[config.mk]
export PLATFORM = sky130hd
export DESIGN_NAME = cdb_arbiter_flat
export DESIGN_NICKNAME = d
export VERILOG_FILES = /design/src/rtl/cdb_arbiter_pkg.sv /design/src/rtl/cdb_arbiter_if.sv /design/src/rtl/cdb_arbiter_rr_arbiter.sv /design/src/rtl/cdb_arbiter.sv /design/src/flat_wrapper.sv
export SDC_FILE = /design/constraint.sdc
export NUM_CORES = 1
export LEC_CHECK = 0
export BUFFER_PORTS_ARGS = -buffer_cell sky130_fd_sc_hd__buf_2
export CAP_MARGIN = 30
export CORE_MARGIN = 4
export CORE_UTILIZATION = 33
export CTS_CLUSTER_SIZE = 24
export DETAILED_ROUTE_END_ITERATION = 8
export GPL_TIMING_DRIVEN = 0
export PLACE_DENSITY = 0.7
export SYNTH_ARGS = -nofsm -noshare
export SYNTH_HDL_FRONTEND = slang
export SYNTH_HIERARCHICAL = 1
export SYNTH_SLANG_ARGS = --single-unit
[constraint.sdc]
create_clock -name clk -period 7.8 [get_ports clk]
set_clock_uncertainty 0.15 [all_clocks]
set_input_delay 0 -clock clk [delete_from_list [all_inputs] [get_ports clk]]
set_output_delay 0 -clock clk [all_outputs]
set_load 0.01 [all_outputs]
[src/rtl/cdb_arbiter_pkg.sv]
// ---------------------------------------------------------------------------
// cdb_arbiter_pkg
// Shared types and constants for the common data bus (CDB) arbitration slice.
//   NUM_FU / TAG_W / ROB_PTR_W / DATA_W : default bus geometry
//   FU_ALU / FU_MDU / FU_LSU / FU_BR    : requester index of each unit
//   cdb_pkt_t                           : one broadcast result {tag, wdata, inst_id}
//   nextIdx()                           : modular successor used by the
//                                         round-robin pointer
// ---------------------------------------------------------------------------
package cdb_arbiter_pkg;

    localparam int NUM_FU    = 4;
    localparam int TAG_W     = 6;
    localparam int ROB_PTR_W = 5;
    localparam int DATA_W    = 32;

    localparam int FU_ALU = 0;
    localparam int FU_MDU = 1;
    localparam int FU_LSU = 2;
    localparam int FU_BR  = 3;

    typedef struct packed {
        logic [TAG_W-1:0]     tag;
        logic [DATA_W-1:0]    wdata;
        logic [ROB_PTR_W-1:0] inst_id;
    } cdb_pkt_t;

    // Successor of idx in a ring of n entries.
    function automatic int nextIdx(input int idx, input int n);
        return (idx >= n - 1) ? 0 : idx + 1;
    endfunction

endpackage

[src/rtl/cdb_arbiter_if.sv]
// ---------------------------------------------------------------------------
// cdb_arbiter_if
// Bundles the unit-to-CDB request/ready handshake and the CDB broadcast.
//   fu_req/fu_rdy           : per-unit valid / accept (transfer = req && rdy)
//   fu_tag/fu_wdata/fu_inst_id : per-unit result fields, held until transfer
//   cdb_vld/cdb_tag/cdb_wdata/cdb_inst_id/cdb_src : registered broadcast
// Modports:
//   slave  : the arbiter (consumes requests, drives ready and the broadcast)
//   master : the execution-unit / consumer side
// ---------------------------------------------------------------------------
interface cdb_arbiter_if #(
    parameter int NUM_FU    = cdb_arbiter_pkg::NUM_FU,
    parameter int TAG_W     = cdb_arbiter_pkg::TAG_W,
    parameter int ROB_PTR_W = cdb_arbiter_pkg::ROB_PTR_W,
    parameter int DATA_W    = cdb_arbiter_pkg::DATA_W
);

    logic [NUM_FU-1:0]                fu_req;
    logic [NUM_FU-1:0]                fu_rdy;
    logic [NUM_FU-1:0][TAG_W-1:0]     fu_tag;
    logic [NUM_FU-1:0][DATA_W-1:0]    fu_wdata;
    logic [NUM_FU-1:0][ROB_PTR_W-1:0] fu_inst_id;

    logic                             cdb_vld;
    logic [TAG_W-1:0]                 cdb_tag;
    logic [DATA_W-1:0]                cdb_wdata;
    logic [ROB_PTR_W-1:0]             cdb_inst_id;
    logic [NUM_FU-1:0]                cdb_src;

    modport slave (
        input  fu_req, fu_tag, fu_wdata, fu_inst_id,
        output fu_rdy,
        output cdb_vld, cdb_tag, cdb_wdata, cdb_inst_id, cdb_src
    );

    modport master (
        output fu_req, fu_tag, fu_wdata, fu_inst_id,
        input  fu_rdy,
        input  cdb_vld, cdb_tag, cdb_wdata, cdb_inst_id, cdb_src
    );

endinterface

[src/rtl/cdb_arbiter_rr_arbiter.sv]
// ---------------------------------------------------------------------------
// rr_arbiter
// Purely combinational round-robin selector, reusable by any N-way select.
//   i_req    [N]     : request vector
//   i_ptr    [IDX_W] : highest-priority index this cycle
//   o_gnt    [N]     : one-hot grant, zero when no request
//   o_gntIdx [IDX_W] : encoded grant index (0 when no grant)
// The search starts at i_ptr and walks upward, wrapping from N-1 to 0.
// ---------------------------------------------------------------------------
module rr_arbiter #(
    parameter int N     = 4,
    parameter int IDX_W = (N > 1) ? $clog2(N) : 1
) (
    input  logic [N-1:0]     i_req,
    input  logic [IDX_W-1:0] i_ptr,
    output logic [N-1:0]     o_gnt,
    output logic [IDX_W-1:0] o_gntIdx
);

    logic             w_found;
    logic [IDX_W-1:0] w_idx;

    // Visit candidates in priority order and keep the first one requesting.
    always_comb begin
        o_gnt    = '0;
        o_gntIdx = '0;
        w_found  = 1'b0;
        w_idx    = '0;
        for (int k = 0; k < N; k++) begin
            w_idx = IDX_W'((int'(i_ptr) + k) % N);
            if (!w_found && i_req[w_idx]) begin
                w_found        = 1'b1;
                o_gnt[w_idx]   = 1'b1;
                o_gntIdx       = w_idx;
            end
        end
    end

endmodule

[src/rtl/cdb_arbiter.sv]
// ---------------------------------------------------------------------------
// cdb_arbiter
// Shares the single common data bus among the execution units (ALU, MUL/DIV,
// LSU, branch). One unit is granted per cycle by round robin and its result is
// registered onto the CDB broadcast one cycle later.
//   clk, rst  : clock, synchronous active-high reset
//   i_flush   : mispredict flush; no grant this cycle, so no broadcast next
//   bus       : cdb_arbiter_if.slave (unit handshake + CDB broadcast)
// The broadcast is never back-pressured; a grant always completes.
// ---------------------------------------------------------------------------
module cdb_arbiter #(
    parameter int NUM_FU    = 4,
    parameter int TAG_W     = 6,
    parameter int ROB_PTR_W = 5,
    parameter int DATA_W    = 32
) (
    input  logic           clk,
    input  logic           rst,
    input  logic           i_flush,
    cdb_arbiter_if.slave   bus
);

    import cdb_arbiter_pkg::*;

    localparam int PTR_W = (NUM_FU > 1) ? $clog2(NUM_FU) : 1;

    logic [PTR_W-1:0]     r_rrPtr;
    logic [NUM_FU-1:0]    w_reqGated;
    logic [NUM_FU-1:0]    w_gnt;
    logic [PTR_W-1:0]     w_gntIdx;
    logic                 w_xfer;

    logic                 r_cdbVld;
    logic [NUM_FU-1:0]    r_cdbSrc;
    logic [TAG_W-1:0]     r_cdbTag;
    logic [DATA_W-1:0]    r_cdbWdata;
    logic [ROB_PTR_W-1:0] r_cdbInstId;

    // Masking requests (rather than the grant) keeps fu_rdy at zero during
    // reset and flush while the selector itself stays a pure function.
    assign w_reqGated = (rst || i_flush) ? '0 : bus.fu_req;

    rr_arbiter #(
        .N     (NUM_FU),
        .IDX_W (PTR_W)
    ) u_rrArbiter (
        .i_req    (w_reqGated),
        .i_ptr    (r_rrPtr),
        .o_gnt    (w_gnt),
        .o_gntIdx (w_gntIdx)
    );

    // A grant is only ever given to a requester, so any grant is a transfer.
    assign w_xfer     = |w_gnt;
    assign bus.fu_rdy = w_gnt;

    // Priority moves just past the last winner; it holds on idle and flush.
    always_ff @(posedge clk) begin
        if (rst) begin
            r_rrPtr <= '0;
        end else if (w_xfer) begin
            r_rrPtr <= PTR_W'(nextIdx(int'(w_gntIdx), NUM_FU));
        end
    end

    // Broadcast register: valid/source follow the transfer every cycle,
    // while the payload only loads on a transfer so it holds when idle.
    always_ff @(posedge clk) begin
        if (rst) begin
            r_cdbVld    <= 1'b0;
            r_cdbSrc    <= '0;
            r_cdbTag    <= '0;
            r_cdbWdata  <= '0;
            r_cdbInstId <= '0;
        end else begin
            r_cdbVld <= w_xfer;
            r_cdbSrc <= w_gnt;
            if (w_xfer) begin
                r_cdbTag    <= bus.fu_tag[w_gntIdx];
                r_cdbWdata  <= bus.fu_wdata[w_gntIdx];
                r_cdbInstId <= bus.fu_inst_id[w_gntIdx];
            end
        end
    end

    assign bus.cdb_vld     = r_cdbVld;
    assign bus.cdb_src     = r_cdbSrc;
    assign bus.cdb_tag     = r_cdbTag;
    assign bus.cdb_wdata   = r_cdbWdata;
    assign bus.cdb_inst_id = r_cdbInstId;

endmodule

[src/flat_wrapper.sv]
// flat-port wrapper written by rule: the top's interface ports become plain ports
module cdb_arbiter_flat import cdb_arbiter_pkg::*;
#(
    parameter int NUM_FU    = 4,
    parameter int TAG_W     = 6,
    parameter int ROB_PTR_W = 5,
    parameter int DATA_W    = 32
)
  (clk, rst, i_flush, bus_fu_req, bus_fu_tag, bus_fu_wdata, bus_fu_inst_id, bus_fu_rdy, bus_cdb_vld, bus_cdb_tag, bus_cdb_wdata, bus_cdb_inst_id, bus_cdb_src);
  cdb_arbiter_if #(.NUM_FU(NUM_FU), .TAG_W(TAG_W), .ROB_PTR_W(ROB_PTR_W), .DATA_W(DATA_W)) bus_i ();
  input  logic clk;
  input  logic rst;
  input  logic i_flush;
  input wire logic [$bits(bus_i.fu_req)-1:0] bus_fu_req;
  input wire logic [$bits(bus_i.fu_tag)-1:0] bus_fu_tag;
  input wire logic [$bits(bus_i.fu_wdata)-1:0] bus_fu_wdata;
  input wire logic [$bits(bus_i.fu_inst_id)-1:0] bus_fu_inst_id;
  output wire logic [$bits(bus_i.fu_rdy)-1:0] bus_fu_rdy;
  output wire logic [$bits(bus_i.cdb_vld)-1:0] bus_cdb_vld;
  output wire logic [$bits(bus_i.cdb_tag)-1:0] bus_cdb_tag;
  output wire logic [$bits(bus_i.cdb_wdata)-1:0] bus_cdb_wdata;
  output wire logic [$bits(bus_i.cdb_inst_id)-1:0] bus_cdb_inst_id;
  output wire logic [$bits(bus_i.cdb_src)-1:0] bus_cdb_src;
  assign bus_i.fu_req = bus_fu_req;
  assign bus_i.fu_tag = bus_fu_tag;
  assign bus_i.fu_wdata = bus_fu_wdata;
  assign bus_i.fu_inst_id = bus_fu_inst_id;
  assign bus_fu_rdy = bus_i.fu_rdy;
  assign bus_cdb_vld = bus_i.cdb_vld;
  assign bus_cdb_tag = bus_i.cdb_tag;
  assign bus_cdb_wdata = bus_i.cdb_wdata;
  assign bus_cdb_inst_id = bus_i.cdb_inst_id;
  assign bus_cdb_src = bus_i.cdb_src;
  cdb_arbiter #(.NUM_FU(NUM_FU), .TAG_W(TAG_W), .ROB_PTR_W(ROB_PTR_W), .DATA_W(DATA_W)) u_core (.clk(clk), .rst(rst), .i_flush(i_flush), .bus(bus_i));
endmodule
==> impl_metrics.yaml <==
cells_and_area:
  final_util: 0.5889
  fin_cells: 645
  final_area_um2: 5211
  area_growth_syn_to_layout_pct: 71.89
  layout.nets: 722
  antenna_cells: 0
  drive_above_1_share: 0.5642
  num-fill-cells: 774
route:
  dr.pass1.iters: 6
  wl_per_cell_um: 18.10
  ant_nets: 0
  vias: 3299
  drc: 0
  drt_iter0_markers: 149
  vias_per_cell: 5.115
  wl_um: 11670
timing:
  hold_viol_final: 0
  final_max_slew_viol_count: 0
  max-slew-margin-rel: 0.5703
  rsz0062_at_grt: "no"
  period_needed_ps: 4528
  setup_viol: 0
  clock.fmax_mhz: 220.9
  setup_tns_ps: 0
  worst_pin_slew_ps: 644.5
  post-route-period-util: 0.5805
  hold_ws_ps: 18.61
setup_path:
  worst_ep_required_time_ps: 7850
  arrival_ps: 4580
  start_kind: "flip-flop"
  r2r_start: "u_core/r_rrPtr[0]"
  crit_type: "reg -> reg"
  critical_path.max_fanout: 10
  startpoint: "u_core/r_rrPtr[0]"
  cp-end-kind: "flip-flop"
clock_network:
  clk_path_buf_depth: 2
  clk_pin_slew_ps: 90
  root_buffer: "clkbuf_8"
  numCtsBuffers: 5
  clock_latency_ps: 290
  htreeDepth: 2
  cts-resized-gates: 0
  cts.sinks: 50
  tritoncts: "built"
pwr:
  pwr_density_cell_nw_per_um2: 329.8
  p_leak_nw: 2.455
  ir_worst_vdd_uv: 136.8
yosys:
  synth_edf_count: 0
  synthesis.instances: 222
  synth.avg_cell_area_um2: 13.66
  ys_async_sr_fraction: 0
  syn_area_um2: 3032
  yosys.area_share.xor_xnor: 0
  synth_cell_types: 29
  synth_compound_area_frac: 0.1704
  synth_mux_area_frac: 0.3558
  ys_warn_count: 6
  synth_top_family_by_area: "multiplexers"
  synth_flop_cell: "dfxtp_1"
  syn_nets: 407
  ys_ff_latch: 50
  synth_fa_ha_area_frac: 0.02476
  yosysSeqAreaShare: 0.3302
  yosys.area_share.simple: 0.05984
global_routing:
  grt_pass1_vias: 3726
  grt_start_max_net_pins: 16
  groute.usage.overall: 0.2167
  antenna_found_initial: 0
  gr-total-overflow: 0
  grt_first_pass_wirelength_um: 19310
floorplan:
  io_pins: 231
  fp.dieH_um: 103.9
  dieArea_um2: 10780
  die_w_um: 103.9
  start_util: 0.3426
  num_rows: 34
  core-area_um2: 8848
hold_path:
  min_path_type: "in -> reg"
  hp-start: "bus_fu_wdata[108]"
place:
  dp_cells: 559
  placedInstanceArea_um2: 4313
  io_buffers: 229
  place_congestion: 0.7974
  hpwlAfterDp_um: 8713
run:
  cap_violations: 0
run_status:
  status: "finished clean"
[area by class of cell]
class	count	area, um2	share of cell area
Inverter	3	11.26	0.002161
Buffer	23	167.7	0.03217
Clock buffer	5	68.82	0.01321
Sequential cell	50	1001	0.1921
Tap cell	108	135.1	0.02593
Timing Repair Buffer	308	1937	0.3717
Multi-Input combinational cell	146	1852	0.3553
Clock inverter	2	38.79	0.007443
[layer usage]
metal / vias to the layer above / wire [um] / part of all wire / track usage
met5: - / 0 / 0 / 0
met4: 0 / 223 / 0.019 / 0.05698
met3: 18 / 858 / 0.074 / 0.05462
met2: 156 / 6237 / 0.53 / 0.4020
met1: 1579 / 4353 / 0.37 / 0.2466
li1: 1546 / - / - / -
[Yosys cell counts (all sizes together), types with 2 or more instances]
cell type,count,area share
clkbuf,5,0.0062
ha,6,0.025
inv,3,0.0037
a22oi,8,0.020
and2,4,0.0083
o21ai,7,0.012
mux2i,2,0.0066
a22o,44,0.13
nor2,8,0.0099
mux4,47,0.35
nor2b,7,0.014
buf,18,0.049
dfxtp,50,0.33
[path summary, 6_finish.rpt]
check | depth (start not counted) | slack, ps | to
min | 3 | 20 | u_core/bus.cdb_wdata[12]
min reg2reg | 1 | 330 | u_core/bus.cdb_wdata[19]
max | 11 | 3270 | u_core/bus.cdb_wdata[3]
max reg2reg | 11 | 3270 | u_core/bus.cdb_wdata[3]
[worst max-delay path, stage by stage (launching register included)]
cell and delay, ps:
dfxtp_1 510, buf_2 290, inv_1 100, ha_1 380, mux4_2 450, nor4b_4 420, a22o_1 220, buf_2 220
clkbuf_1 530, mux4_2 410, dlygate4sd3_1 580, a22o_1 180
[power by group]
part | switching (mW) | leakage (nW) | internal (mW) | total [mW]
Combinational | 0.502 | 1.99 | 0.678 | 1.18
Sequential | 0.0353 | 0.410 | 0.326 | 0.361
Clock | 0.0832 | 0.0542 | 0.0944 | 0.178
Total | 0.620 | 2.45 | 1.10 | 1.72
[timing repair]
item,CTS,global route
buffers inserted,0,0
hold buffers,79,0
hold endpoints to repair,45,0
[kinds of logic (layout without fill, tap and decap cells)]
| group | count (synthesis) | in the layout |
|---|---|---|
| simple gates | 27 | 27 |
| fa+ha+maj | 6 | 6 |
| flops | 50 | 50 |
| mux | 49 | 49 |
| compound gates | 64 | 64 |
| buf+inv | 26 | 341 |
[stage by stage]
stage / total power, mW / worst slack [ps]
6_report: 1.719 / 3272
5_1_grt: 1.846 / 3057
4_1_cts: 1.723 / 3307
3_5_place_dp: 1.346 / 3821
3_3_place_gp: 1.322 / 3875
2_1_floorplan: 1.086 / 4379
[cells in the final DEF, fill, tap and decap left out, types with 2 or more instances in the layout]
master,instances
o21ai_0,6
and2_1,4
mux2i_1,2
nor2_1,8
buf_2,237
clkbuf_8,5
a22oi_1,8
nor2b_1,7
inv_1,3
clkbuf_1,5
ha_1,6
dlygate4sd3_1,79
buf_6,9
a22o_1,44
dfxtp_1,50
mux4_2,47
[sequential cells by signal, summed over array words and instances, names as in the netlist]
register / flops
u_core/bus.cdb_tag: 6
u_core/bus.cdb_inst_id: 5
u_core/r_rrPtr: 2
u_core/bus.cdb_src: 4
u_core/bus.cdb_wdata: 32
u_core/bus.cdb_vld: 1
No activity file was read; power rests on OpenSTA's default activity.
